File: config.mk
export PLATFORM = sky130hd
export DESIGN_NAME = lsu
export DESIGN_NICKNAME = d
export VERILOG_FILES = /design/src/rtl/lsu.sv
export SDC_FILE = /design/constraint.sdc
export NUM_CORES = 1
export LEC_CHECK = 0
export BUFFER_PORTS_ARGS = -buffer_cell sky130_fd_sc_hd__buf_2
export CORE_ASPECT_RATIO = 1.4
export CORE_MARGIN = 2
export CORE_UTILIZATION = 45
export CTS_CLUSTER_DIAMETER = 50
export DETAILED_ROUTE_END_ITERATION = 12
export PLACE_DENSITY = 0.79
export SYNTH_ARGS = -nofsm -noshare
export SYNTH_HDL_FRONTEND = slang
export SYNTH_SLANG_ARGS = --single-unit
File: constraint.sdc
create_clock -name clk -period 11.6 [get_ports clk]
set_input_delay 2.32 -clock clk [delete_from_list [all_inputs] [get_ports clk]]
set_output_delay 2.32 -clock clk [all_outputs]
set_load 0.1 [all_outputs]
File: src/rtl/lsu.sv
// Load/store unit: drives a word-only data memory port for one RV32I load/store at a time.
// Byte and halfword stores are done as read-modify-write.
module lsu #(
  parameter int unsigned XLEN = 32
) (
  input  logic            clk,
  input  logic            rst,
  input  logic            req_valid,
  output logic            req_ready,
  input  logic            req_we,
  input  logic [2:0]      req_funct3,
  input  logic [XLEN-1:0] req_addr,
  input  logic [XLEN-1:0] req_wdata,
  output logic            resp_valid,
  output logic [XLEN-1:0] resp_rdata,
  output logic            resp_misaligned,
  output logic            mem_we,
  output logic [XLEN-1:0] mem_addr,
  output logic [XLEN-1:0] mem_wdata,
  input  logic [XLEN-1:0] mem_rdata
);

  typedef enum logic [2:0] {
    S_IDLE  = 3'd0,
    S_LOAD  = 3'd1,
    S_ST_RD = 3'd2,
    S_ST_WR = 3'd3,
    S_RESP  = 3'd4
  } state_t;

  state_t            r_state, w_state_nxt;
  logic [2:0]        r_funct3, w_funct3_nxt;
  logic [XLEN-1:0]   r_addr, w_addr_nxt;
  logic [XLEN-1:0]   r_wdata, w_wdata_nxt;
  logic              r_req_ready, r_resp_valid, r_resp_mis, r_mem_we;
  logic              w_resp_valid_nxt, w_resp_mis_nxt, w_mem_we_nxt;
  logic [XLEN-1:0]   r_resp_rdata, r_mem_addr, r_mem_wdata;
  logic [XLEN-1:0]   w_resp_rdata_nxt, w_mem_addr_nxt, w_mem_wdata_nxt;
  logic              w_legal;
  logic [7:0]        w_byte;
  logic [15:0]       w_half;
  logic [XLEN-1:0]   w_load_ext, w_merge;

  // Legality of the incoming request: funct3 encoding and natural alignment
  always_comb begin
    w_legal = 1'b0;
    if (req_we) begin
      unique case (req_funct3)
        3'd0:    w_legal = 1'b1;
        3'd1:    w_legal = !req_addr[0];
        3'd2:    w_legal = (req_addr[1:0] == 2'b00);
        default: w_legal = 1'b0;
      endcase
    end else begin
      unique case (req_funct3)
        3'd0, 3'd4: w_legal = 1'b1;
        3'd1, 3'd5: w_legal = !req_addr[0];
        3'd2:       w_legal = (req_addr[1:0] == 2'b00);
        default:    w_legal = 1'b0;
      endcase
    end
  end

  // Lane extraction for loads and lane merge for SB/SH
  always_comb begin
    w_byte     = mem_rdata[{r_addr[1:0], 3'b000} +: 8];
    w_half     = r_addr[1] ? mem_rdata[31:16] : mem_rdata[15:0];
    w_load_ext = '0;
    unique case (r_funct3)
      3'd0:    w_load_ext = {{24{w_byte[7]}}, w_byte};
      3'd1:    w_load_ext = {{16{w_half[15]}}, w_half};
      3'd2:    w_load_ext = mem_rdata;
      3'd4:    w_load_ext = {24'h0, w_byte};
      3'd5:    w_load_ext = {16'h0, w_half};
      default: w_load_ext = '0;
    endcase
    w_merge = mem_rdata;
    if (r_funct3[1:0] == 2'd0) begin
      w_merge[{r_addr[1:0], 3'b000} +: 8] = r_wdata[7:0];
    end else if (r_funct3[1:0] == 2'd1) begin
      w_merge[{r_addr[1], 4'b0000} +: 16] = r_wdata[15:0];
    end
  end

  // Next state and next registered outputs
  always_comb begin
    w_state_nxt      = r_state;
    w_funct3_nxt     = r_funct3;
    w_addr_nxt       = r_addr;
    w_wdata_nxt      = r_wdata;
    w_resp_valid_nxt = 1'b0;
    w_resp_mis_nxt   = 1'b0;
    w_resp_rdata_nxt = '0;
    w_mem_we_nxt     = 1'b0;
    w_mem_addr_nxt   = '0;
    w_mem_wdata_nxt  = '0;
    unique case (r_state)
      S_IDLE: begin
        if (req_valid && r_req_ready) begin
          w_funct3_nxt = req_funct3;
          w_addr_nxt   = req_addr;
          w_wdata_nxt  = req_wdata;
          if (!w_legal) begin
            w_state_nxt      = S_RESP;
            w_resp_valid_nxt = 1'b1;
            w_resp_mis_nxt   = 1'b1;
          end else if (!req_we) begin
            w_state_nxt    = S_LOAD;
            w_mem_addr_nxt = {req_addr[XLEN-1:2], 2'b00};
          end else if (req_funct3[1:0] == 2'd2) begin
            w_state_nxt     = S_ST_WR;
            w_mem_we_nxt    = 1'b1;
            w_mem_addr_nxt  = {req_addr[XLEN-1:2], 2'b00};
            w_mem_wdata_nxt = req_wdata;
          end else begin
            w_state_nxt    = S_ST_RD;
            w_mem_addr_nxt = {req_addr[XLEN-1:2], 2'b00};
          end
        end
      end
      S_LOAD: begin
        w_state_nxt      = S_RESP;
        w_resp_valid_nxt = 1'b1;
        w_resp_rdata_nxt = w_load_ext;
      end
      S_ST_RD: begin
        w_state_nxt     = S_ST_WR;
        w_mem_we_nxt    = 1'b1;
        w_mem_addr_nxt  = r_mem_addr;
        w_mem_wdata_nxt = w_merge;
      end
      S_ST_WR: begin
        w_state_nxt      = S_RESP;
        w_resp_valid_nxt = 1'b1;
      end
      S_RESP:  w_state_nxt = S_IDLE;
      default: w_state_nxt = S_IDLE;
    endcase
  end

  always_ff @(posedge clk or posedge rst) begin
    if (rst) begin
      r_state      <= S_IDLE;
      r_funct3     <= '0;
      r_addr       <= '0;
      r_wdata      <= '0;
      r_req_ready  <= 1'b1;
      r_resp_valid <= 1'b0;
      r_resp_mis   <= 1'b0;
      r_resp_rdata <= '0;
      r_mem_we     <= 1'b0;
      r_mem_addr   <= '0;
      r_mem_wdata  <= '0;
    end else begin
      r_state      <= w_state_nxt;
      r_funct3     <= w_funct3_nxt;
      r_addr       <= w_addr_nxt;
      r_wdata      <= w_wdata_nxt;
      r_req_ready  <= (w_state_nxt == S_IDLE);
      r_resp_valid <= w_resp_valid_nxt;
      r_resp_mis   <= w_resp_mis_nxt;
      r_resp_rdata <= w_resp_rdata_nxt;
      r_mem_we     <= w_mem_we_nxt;
      r_mem_addr   <= w_mem_addr_nxt;
      r_mem_wdata  <= w_mem_wdata_nxt;
    end
  end

  assign req_ready       = r_req_ready;
  assign resp_valid      = r_resp_valid;
  assign resp_misaligned = r_resp_mis;
  assign resp_rdata      = r_resp_rdata;
  assign mem_we          = r_mem_we;
  assign mem_addr        = r_mem_addr;
  assign mem_wdata       = r_mem_wdata;

endmodule

Word level (Yosys, flattened, before mapping)
Index checks and enable logic that the tools add are counted.

Equal/unequal tests: 13. Add/sub/neg operators: 2. Shift-type cells: 5. Mux-type cells: 32. Reductions and logical operators: 12.

Operators by type and width (number): two-way mux 32 bit (9); one-hot mux 32 bit (5 select lines) (1); one-hot mux 32 bit (2 select lines) (2); bitwise mux 32 bit (2); variable shift 16 x 7 -> 32 bit (first input constant) (1); variable shift 8 x 7 -> 32 bit (first input constant) (1); indexed part select 16 x 7 -> 32 bit (1); indexed part select 32 x 6 -> 8 bit (1); indexed part select 8 x 7 -> 32 bit (1); two-way mux 16 bit (1); negator 5 -> 7 bit (2); equality test 3 x 2 -> 1 bit (second input constant) (4); equality test 3 bit (second input constant) (4); zero test 3 bit (4); equality test 3 x 1 -> 1 bit (second input constant) (3); two-way mux 1 bit (9); one-hot mux 3 bit (3 select lines) (1); two-way mux 3 bit (2); one-hot mux 1 bit (3 select lines) (2); OR reduction 2 bit (3); zero test 2 bit (2); one-hot mux 1 bit (2 select lines) (2); equality test 2 x 1 -> 1 bit (second input constant) (1); equality test 2 bit (second input constant) (1); 4 further kinds (4).

Output and inout port bits: 100. Logic and storage cells: 75. Bits in registers: 124.

Longest topological paths before layout
Gate-level depths: netlist of run 1.

Depth in word-level cells: 8. Depth in mapped cells: 9.

Least setup slack after synthesis of run 1
Ideal clock, no wire load.

Kind: input -> register. From: input mem_rdata[31]. To: register r_resp_rdata[20] (netlist: resp_rdata[20]). Setup slack: 7987 ps. Buffers on the path: 2. Setup time: 132 ps. Data required time: 11468 ps. Data arrival time: 3481 ps. Cell stages on the path: 6. Path through: mux4_2 > mux2i_1 > or2_2 > clkbuf_2 > buf_2 > a21oi_1.

Cells in the longest elaborated chain, start to end: 3.

RTL lines: start, declared (line 20) `input logic [XLEN-1:0] mem_rdata`; indexed part select 32 x 6 -> 8 bit or two-way mux 16 bit (tied branches) (line 66, 67); one-hot mux 32 bit (5 select lines) * (line 69) `unique case (r_funct3)`; two-way mux 32 bit * (line 97) `unique case (r_state)`; net w_resp_rdata_nxt[20] (line 38) `logic [XLEN-1:0] w_resp_rdata_nxt, w_mem_addr_nxt, w_mem_wdata_nxt;`; end signal, assigned (line 162) `r_resp_rdata <= w_resp_rdata_nxt;`; end, declared (line 37) `logic [XLEN-1:0] r_resp_rdata, r_mem_addr, r_mem_wdata;`.

Mark *: on every way through the listed nets, which the timed path passes. The rest lies on a longest branch. A chain may end at the register's enable or synchronous reset.

Worst setup path after layout of run 1
From: input req_valid. To: register r_mem_wdata[21] (netlist: mem_wdata[21]).

Cells in the longest elaborated chain, start to end: 3.

RTL lines: start, declared (line 8) `input logic req_valid,`; logical AND 1 bit (line 99) `if (req_valid && r_req_ready) begin`; two-way mux 32 bit (line 99); one-hot mux 32 bit (2 select lines) (line 97); net w_mem_wdata_nxt[21] (line 38); end signal, assigned (line 165) `r_mem_wdata <= w_mem_wdata_nxt;`; end, declared (line 37).

The timed path passes the listed nets, and every way through them passes these cells.

==> metrics.log, run 1 <==
[metrics] worst path required time: 11940 ps
[metrics] highest attainable clock frequency: 246.4 MHz
[metrics] number of cells on the worst hold path: 1
[metrics] average wire per cell in the routed design: 20.93 um
[metrics] post-synthesis adder-cell area fraction: 1.065%
[metrics] clk sinks: 122
[metrics] post-CTS sizing: 0
[metrics] R2R cell count: 6
[metrics] number of setup buffers added after CTS: 0
[metrics] maximum number of pins on one net before global-route repair: 90
[metrics] per-instance average area after synthesis: 10.90 um^2
[metrics] Leakage: 3.786 nW
[metrics] clock tree from TritonCTS: done
[metrics] number of hold violations in the final report: 0
[metrics] maximum fanout count along the critical path: 32
[metrics] Max Buffers Root-to-Sink: 2
[metrics] Max IR drop VDD: 0.1137 mV
[metrics] sum of overflow across all layers after global routing: 0
[metrics] category of the critical setup timing path: in2reg
[metrics] endpoint arrival time on the critical path: 4390 ps
[metrics] kind of capture point of the worst setup path: flip-flop
[metrics] clock latency reported for the late side of the worst-skew pair: 420 ps
[metrics] fraction of registers with async set or reset after synthesis: 100.0%
[metrics] final number of setup-violating endpoints: 0
[metrics] origin of the worst min-delay path: mem_addr[26]$_DFFE_PP0N_
[metrics] clock transition at the register clock pins on the worst setup and hold paths after CTS: 60 ps
[metrics] WHS Endpoint: mem_addr[26]$_DFFE_PP0N_
[metrics] share of Yosys cell area claimed by the top area cell type: 51.56%
[metrics] clk root buf: sky130_fd_sc_hd__clkbuf_16
[metrics] multiplexer share of the synthesized area: 5.326%
[metrics] fin worst setup slack: 7542 ps
[metrics] critical register-to-register path startpoint: r_addr[1]$_DFFE_PP0P_
[metrics] Layout Area Growth over Synthesis: 28.14%
[metrics] Post-Synthesis Cells: 539
[metrics] Clock Skews: 8.644 ps
[metrics] share of synthesized area occupied by flip-flops and latches: 52.00%
[metrics] maximum capacitance violations: 0
[metrics] total vias in the final route: 5396
[metrics] minimum setup slack among reg-to-reg paths: 8110 ps
[metrics] number of global-route vias before repair: 5446
[metrics] Post-Route Hold Slack: 496.8 ps
[metrics] Cell variety after synth: 50
[metrics] power density cells: 298.8 nW/um^2
[metrics] htree depth: 4
[metrics] wire length of the first global-routing pass: 28.57 mm
[metrics] synth top area cells: sky130_fd_sc_hd__dfrtp_1 52%, sky130_fd_sc_hd__a32o_1 5.5%, sky130_fd_sc_hd__a22o_1 4.9%
[metrics] share of the synthesized netlist area taken by xor and xnor gates: 0%
[metrics] final critical path time including I/O delays and setup: 4058 ps
[metrics] setup slack after placement: 7189 ps
[metrics] share of the clock period used by the worst path: 34.98%
[metrics] sort of element at the start of the critical path: input port
[metrics] Die Span X: 100.6 um
[metrics] Synth Warn #: 0
[metrics] share of layout cells above drive strength 1: 39.17%
[metrics] biggest area consumer among synthesized cells: sky130_fd_sc_hd__dfrtp_1
[metrics] initial antenna violation count: 0
[metrics] RSZ-0062 raised after global routing: false
[metrics] vertical die dimension: 139.2 um
[metrics] net total in the final layout: 820
[metrics] number of enable flip-flop cells after synthesis: 0
[metrics] cts bufs inserted: 17
[metrics] main combinational cell family by area after synthesis: compound AO/OA/AOI/OAI gates
[metrics] Tot GR Track Use: 26.09%
[metrics] first-iteration detailed-routing DRC count: 431
[metrics] worst slew margin relative to its limit: 13.39%
[metrics] Top-Level Pins: 203
[metrics] overall die area: 13990 um^2
[metrics] detailed placement HPWL: 12.94 mm
[metrics] accumulated negative setup slack: 0 ps
[metrics] effective utilization at floorplan: 45.84%
[metrics] detailed-route vias per instance: 6.146
[metrics] routability-driven placement congestion ratio: 0.8503
[metrics] simple-gate area share of the yosys netlist: 12.29%
[metrics] result of the run: completed
[metrics] # diodes: 0
[metrics] most frequently used flop master after synthesis: sky130_fd_sc_hd__dfrtp_1
[metrics] complex-gate fraction of the synthesized area: 24.65%
[metrics] class of the tightest hold or removal check: reg2reg
[metrics] number of rows created at floorplan: 49
[metrics] Detailed Route WL: 18.38 mm
[metrics] number of I/O port buffers: 200
[metrics] DRC violation count after routing: 0
[metrics] post-synthesis sequential element count: 122
[metrics] number of buffers inserted by hold repair at cts: 0
[metrics] destination of the worst register-to-register timing path: mem_wdata[21]$_DFF_PP0_
[metrics] Final Slew Violations: 0
[metrics] residual antenna-violating net count after detailed routing: 0
[metrics] Mapped Area: 5873 um^2
[metrics] core region area: 12810 um^2
[metrics] slew at the pin with the worst max-slew slack: 1299 ps
[metrics] Detailed Routing Iterations Pass 1: 5
## cells in the final DEF, fill, tap and decap left out, types with 6 or more instances in the layout
master / synthesis / routed
sky130_fd_sc_hd__a22oi_1: 9 / 9
sky130_fd_sc_hd__a221o_1: 16 / 16
sky130_fd_sc_hd__clkbuf_16: 0 / 17
sky130_fd_sc_hd__o22ai_1: 8 / 8
sky130_fd_sc_hd__nor2_1: 8 / 8
sky130_fd_sc_hd__a21oi_1: 33 / 33
sky130_fd_sc_hd__a22o_1: 33 / 33
sky130_fd_sc_hd__buf_2: 8 / 200
sky130_fd_sc_hd__mux2_2: 24 / 24
sky130_fd_sc_hd__inv_1: 8 / 7
sky130_fd_sc_hd__buf_4: 2 / 6
sky130_fd_sc_hd__or3_1: 9 / 9
sky130_fd_sc_hd__a32o_1: 32 / 32
sky130_fd_sc_hd__dfrtp_1: 121 / 121
sky130_fd_sc_hd__nand3_1: 28 / 28
sky130_fd_sc_hd__nand2b_1: 17 / 17
sky130_fd_sc_hd__o21ai_0: 12 / 12
sky130_fd_sc_hd__nand2_1: 53 / 53
sky130_fd_sc_hd__a21oi_2: 10 / 10
sky130_fd_sc_hd__a21o_1: 6 / 6
sky130_fd_sc_hd__a221oi_1: 17 / 17
## sequential cells by signal, summed over array words and instances, names as in the netlist
register         count
r_addr               2
resp_rdata          32
r_funct3             3
r_wdata             16
r_state              3
mem_we               1
mem_addr            30
mem_wdata           32
req_ready            1
resp_misaligned      1
resp_valid           1
## worst max-delay path, stage by stage
cell	delay, ps
sky130_fd_sc_hd__buf_2	80
sky130_fd_sc_hd__nand2_1	110
sky130_fd_sc_hd__nor4_4	160
sky130_fd_sc_hd__buf_4	350
sky130_fd_sc_hd__and3_1	1100
sky130_fd_sc_hd__a32o_1	260
## cells in the mapped netlist, types with 2 or more instances
cell / count
sky130_fd_sc_hd__a32o_1: 32
sky130_fd_sc_hd__a21oi_1: 33
sky130_fd_sc_hd__or3_1: 9
sky130_fd_sc_hd__a22oi_1: 9
sky130_fd_sc_hd__a221oi_1: 17
sky130_fd_sc_hd__a22o_1: 33
sky130_fd_sc_hd__a222oi_1: 3
sky130_fd_sc_hd__o22ai_1: 8
sky130_fd_sc_hd__mux2_2: 24
sky130_fd_sc_hd__o21bai_1: 2
sky130_fd_sc_hd__buf_2: 8
sky130_fd_sc_hd__mux2i_1: 2
sky130_fd_sc_hd__a21oi_2: 10
sky130_fd_sc_hd__buf_1: 2
sky130_fd_sc_hd__nand2_1: 53
sky130_fd_sc_hd__buf_4: 2
sky130_fd_sc_hd__nor3_1: 3
sky130_fd_sc_hd__buf_6: 2
sky130_fd_sc_hd__a21o_1: 6
sky130_fd_sc_hd__or2_2: 4
sky130_fd_sc_hd__clkbuf_1: 38
sky130_fd_sc_hd__nand2b_1: 17
sky130_fd_sc_hd__nand3_1: 28
sky130_fd_sc_hd__ha_1: 5
sky130_fd_sc_hd__inv_1: 8
sky130_fd_sc_hd__a221o_1: 16
sky130_fd_sc_hd__and3_1: 2
sky130_fd_sc_hd__o21ai_0: 12
sky130_fd_sc_hd__nor2b_1: 3
sky130_fd_sc_hd__dfrtp_1: 121
sky130_fd_sc_hd__nor2_1: 8
## worst max-delay path by stage
stage | from | to | slack [ps] | cells after the start
after floorplan | rst | mem_addr[10]$_DFFE_PP0N_ | 6040 | 1
after global placement | req_valid | mem_wdata[28]$_DFF_PP0_ | 7300 | 6
after detailed placement | req_valid | mem_wdata[21]$_DFF_PP0_ | 7190 | 6
after CTS | req_valid | mem_wdata[21]$_DFF_PP0_ | 7570 | 6
after global routing | req_valid | mem_wdata[21]$_DFF_PP0_ | 7390 | 6
final | req_valid | mem_wdata[21]$_DFF_PP0_ | 7540 | 6
## area by class of cell
cell class / count / area, um^2
Clock buffer: 19 / 442.9
Clock inverter: 13 / 191.4
Fill cell: 1030 / 5288
Inverter: 10 / 40.04
Multi-Input combinational cell: 355 / 2560
Sequential cell: 122 / 3054
Tap cell: 153 / 191.4
Timing Repair Buffer: 206 / 1046
## cells by family after synthesis
group | after synthesis
muxes | 27
DFF | 122
buffers and inverters | 63
other | 1
AOI/OAI and AO/OA | 182
and+or+nand+nor | 139
adders and majority gates | 5
## layer usage
| metal | wire (um) | track usage (%) | vias to the layer above |
|---|---|---|---|
| li1 | - | - | 2391 |
| met1 | 7038 | 31.46 | 2659 |
| met2 | 9420 | 44.22 | 301 |
| met3 | 1373 | 5.444 | 45 |
| met4 | 545 | 11.97 | 0 |
| met5 | 0 | 0 | - |
## power breakdown
group | internal (W) | switching [W] | total, W | leakage, nW
sequential | 0.000520 | 0.000115 | 0.000635 | 1.64
clock | 0.000367 | 0.000195 | 0.000562 | 0.300
combinational | 0.000274 | 0.000777 | 0.00105 | 1.84
## metrics by stage
step                      std cells  util (%)  power [W]  instance area [um^2]
final                           878     58.73   0.002249                  7526
after global routing            878     58.73   0.002344                  7526
after CTS                       878     58.73   0.002243                  7526
after detailed placement        846     53.78   0.001672                  6892
after global placement          846     53.78   0.001646                  6892
after floorplan                 540         -   0.001460                  5877
Note: power is estimated with default switching activity, not from simulation.
==> inputs of run 2 (changes only) <==
clock period = 3.9 ns   (was 11.6 ns; I/O delays follow)
==> metrics.log, run 2 (synthesis results as in run 1) <==
[metrics] Layout Area Growth over Synthesis: 27.99% (was 28.14%)
[metrics] highest attainable clock frequency: 362.6 MHz
[metrics] placed cell count: 850 (was 846)
[metrics] class of the tightest hold or removal check: reg2reg (unchanged)
[metrics] result of the run: completed (unchanged)
[metrics] Max IR drop VDD: 0.3934 mV (was 0.1137 mV)
[metrics] post-CTS sizing: 0 (unchanged)
[metrics] wire length of the first global-routing pass: 28.30 mm (was 28.57 mm)
[metrics] slew at the pin with the worst max-slew slack: 1052 ps (was 1299 ps)
[metrics] total vias in the final route: 5540 (was 5396)
[metrics] kind of capture point of the worst setup path: flip-flop (unchanged)
[metrics] number of global-route vias before repair: 5632 (was 5446)
[metrics] Max Buffers Root-to-Sink: 2 (unchanged)
[metrics] number of buffers inserted by hold repair at cts: 0 (unchanged)
[metrics] critical path endpoint: resp_rdata[20]$_DFF_PP0_ (was mem_wdata[21]$_DFF_PP0_)
[metrics] post-layout utilization of the core: 58.67% (was 58.73%)
[metrics] net total in the final layout: 824 (was 820)
[metrics] clock transition at the register clock pins on the worst setup and hold paths after CTS: 60 ps (about the same)
[metrics] Non-Filler Instances: 884 (was 878)
[metrics] sum of overflow across all layers after global routing: 0 (unchanged)
[metrics] endpoint arrival time on the critical path: 3020 ps (was 4390 ps)
[metrics] core region area: 12810 um^2 (unchanged)
[metrics] Clock Skews: 5.375 ps (was 8.644 ps)
[metrics] routability-driven placement congestion ratio: 0.8928 (was 0.8503)
[metrics] sort of element at the start of the critical path: flip-flop (was input port)
[metrics] cts bufs inserted: 17 (unchanged)
[metrics] power density cells: 869.7 nW/um^2 (was 298.8 nW/um^2)
[metrics] Detailed Route WL: 18.33 mm (was 18.38 mm)
[metrics] number of setup buffers added after CTS: 0 (unchanged)
[metrics] number of hold violations in the final report: 0 (unchanged)
[metrics] detailed placement HPWL: 12.88 mm (was 12.94 mm)
[metrics] clk root buf: sky130_fd_sc_hd__clkbuf_16 (unchanged)
[metrics] DRC violation count after routing: 0 (unchanged)
[metrics] Tot GR Track Use: 25.86% (was 26.09%)
[metrics] average wire per cell in the routed design: 20.73 um (was 20.93 um)
[metrics] clock latency reported for the late side of the worst-skew pair: 420 ps (about the same)
[metrics] most frequent standard cell in the layout excluding fill and tap cells: sky130_fd_sc_hd__buf_2 (unchanged)
[metrics] maximum fanout count along the critical path: 37 (was 32)
[metrics] maximum number of pins on one net before global-route repair: 79 (was 90)
[metrics] Die Span X: 100.6 um (unchanged)
[metrics] RSZ-0062 raised after global routing: false (unchanged)
[metrics] final number of setup-violating endpoints: 0 (unchanged)
[metrics] category of the critical setup timing path: reg2reg (was in2reg)
[metrics] minimum setup slack among reg-to-reg paths: 1140 ps (was 8110 ps)
[metrics] share of layout cells above drive strength 1: 39.64% (was 39.17%)
[metrics] launching element of the worst setup path: r_funct3[1]$_DFFE_PP0P_ (was req_valid)
[metrics] worst path required time: 4160 ps (was 11940 ps)
[metrics] effective utilization at floorplan: 45.84% (unchanged)
[metrics] critical register-to-register path startpoint: r_funct3[1]$_DFFE_PP0P_ (was r_addr[1]$_DFFE_PP0P_)
[metrics] initial antenna violation count: 2 (was 0)
[metrics] number of rows created at floorplan: 49 (unchanged)
[metrics] htree depth: 4 (unchanged)
[metrics] Post-Route Hold Slack: 499.1 ps (was 496.8 ps)
[metrics] Final Slew Violations: 0 (unchanged)
[metrics] final critical path time including I/O delays and setup: 2758 ps
[metrics] overall die area: 13990 um^2 (unchanged)
[metrics] clk sinks: 122 (unchanged)
[metrics] detailed-route vias per instance: 6.267 (was 6.146)
[metrics] Top-Level Pins: 203 (unchanged)
[metrics] destination of the worst register-to-register timing path: resp_rdata[20]$_DFF_PP0_ (was mem_wdata[21]$_DFF_PP0_)
[metrics] number of I/O port buffers: 200 (unchanged)
[metrics] residual antenna-violating net count after detailed routing: 0 (unchanged)
[metrics] maximum capacitance violations: 0 (unchanged)
[metrics] vertical die dimension: 139.2 um (unchanged)
[metrics] R2R cell count: 4 (was 6)
[metrics] accumulated negative setup slack: 0 ps (unchanged)
[metrics] worst slew margin relative to its limit: 29.85% (was 13.39%)
[metrics] Leakage: 3.786 nW (about the same)
[metrics] Tot Pwr: 0.006538 W (was 0.002249 W)
[metrics] first-iteration detailed-routing DRC count: 689 (was 431)
[metrics] highest-count cells in the layout ignoring fill and taps: 200 x sky130_fd_sc_hd__buf_2, 121 x sky130_fd_sc_hd__dfrtp_1, 53 x sky130_fd_sc_hd__nand2_1 (unchanged)
[metrics] Detailed Routing Iterations Pass 1: 6 (was 5)
[metrics] clock tree from TritonCTS: done (unchanged)
[metrics] share of the clock period used by the worst path: 70.71%
## run 2: area by class of cell
cell class | instances | area (um^2)
inverters | 10 | 41.29
clock buffers | 17 | 425.4
well taps | 153 | 191.4
multi-input cells | 355 | 2560
fillers | 1025 | 5296
flip-flops and latches | 122 | 3054
clock inverters | 15 | 151.4
diodes | 2 | 5.005
repair buffers | 210 | 1089
## run 2: worst min-delay path by stage
stage                                    end                startpoint  cells after the start
floorplan            r_wdata[11]$_DFFE_PP0P_   r_wdata[11]$_DFFE_PP0P_                      1
global placement    mem_addr[19]$_DFFE_PP0N_  mem_addr[19]$_DFFE_PP0N_                      1
detailed placement  mem_addr[25]$_DFFE_PP0N_  mem_addr[25]$_DFFE_PP0N_                      1
CTS                 mem_addr[25]$_DFFE_PP0N_  mem_addr[25]$_DFFE_PP0N_                      1
global route        mem_addr[14]$_DFFE_PP0N_  mem_addr[14]$_DFFE_PP0N_                      1
finish              mem_addr[19]$_DFFE_PP0N_  mem_addr[19]$_DFFE_PP0N_                      1
## run 2: layer usage
metal  track usage [%]  wire length (um)  vias to the layer above  part of all wire (%)
met5                 0                 0                        -                     0
met1             29.34              6786                     2693                    37
met3             6.099              1431                       84                   7.8
met2             44.30              9231                      361                    50
met4             13.99               876                        0                   4.8
li1                  -                 -                     2402                     -
## run 2: critical path, cell delays in order (launching register included)
cell and delay, ps:
sky130_fd_sc_hd__dfrtp_1 1040, sky130_fd_sc_hd__o21ai_0 200, sky130_fd_sc_hd__or4b_1 550, sky130_fd_sc_hd__or2_1 690, sky130_fd_sc_hd__a21oi_1 110
## run 2: metrics by stage
step | area (um^2) | setup slack, ps
after CTS | 7512 | 1227
after global placement | 6935 | 1384
final | 7517 | 1142
after global routing | 7517 | 907.2
after detailed placement | 6935 | 1222
after floorplan | 5881 | 1572
## run 2: power breakdown
part | total (W) | internal, W | switching, W
clock network | 0.00153 | 0.000938 | 0.000588
logic | 0.00312 | 0.000823 | 0.00229
registers | 0.00190 | 0.00155 | 0.000348
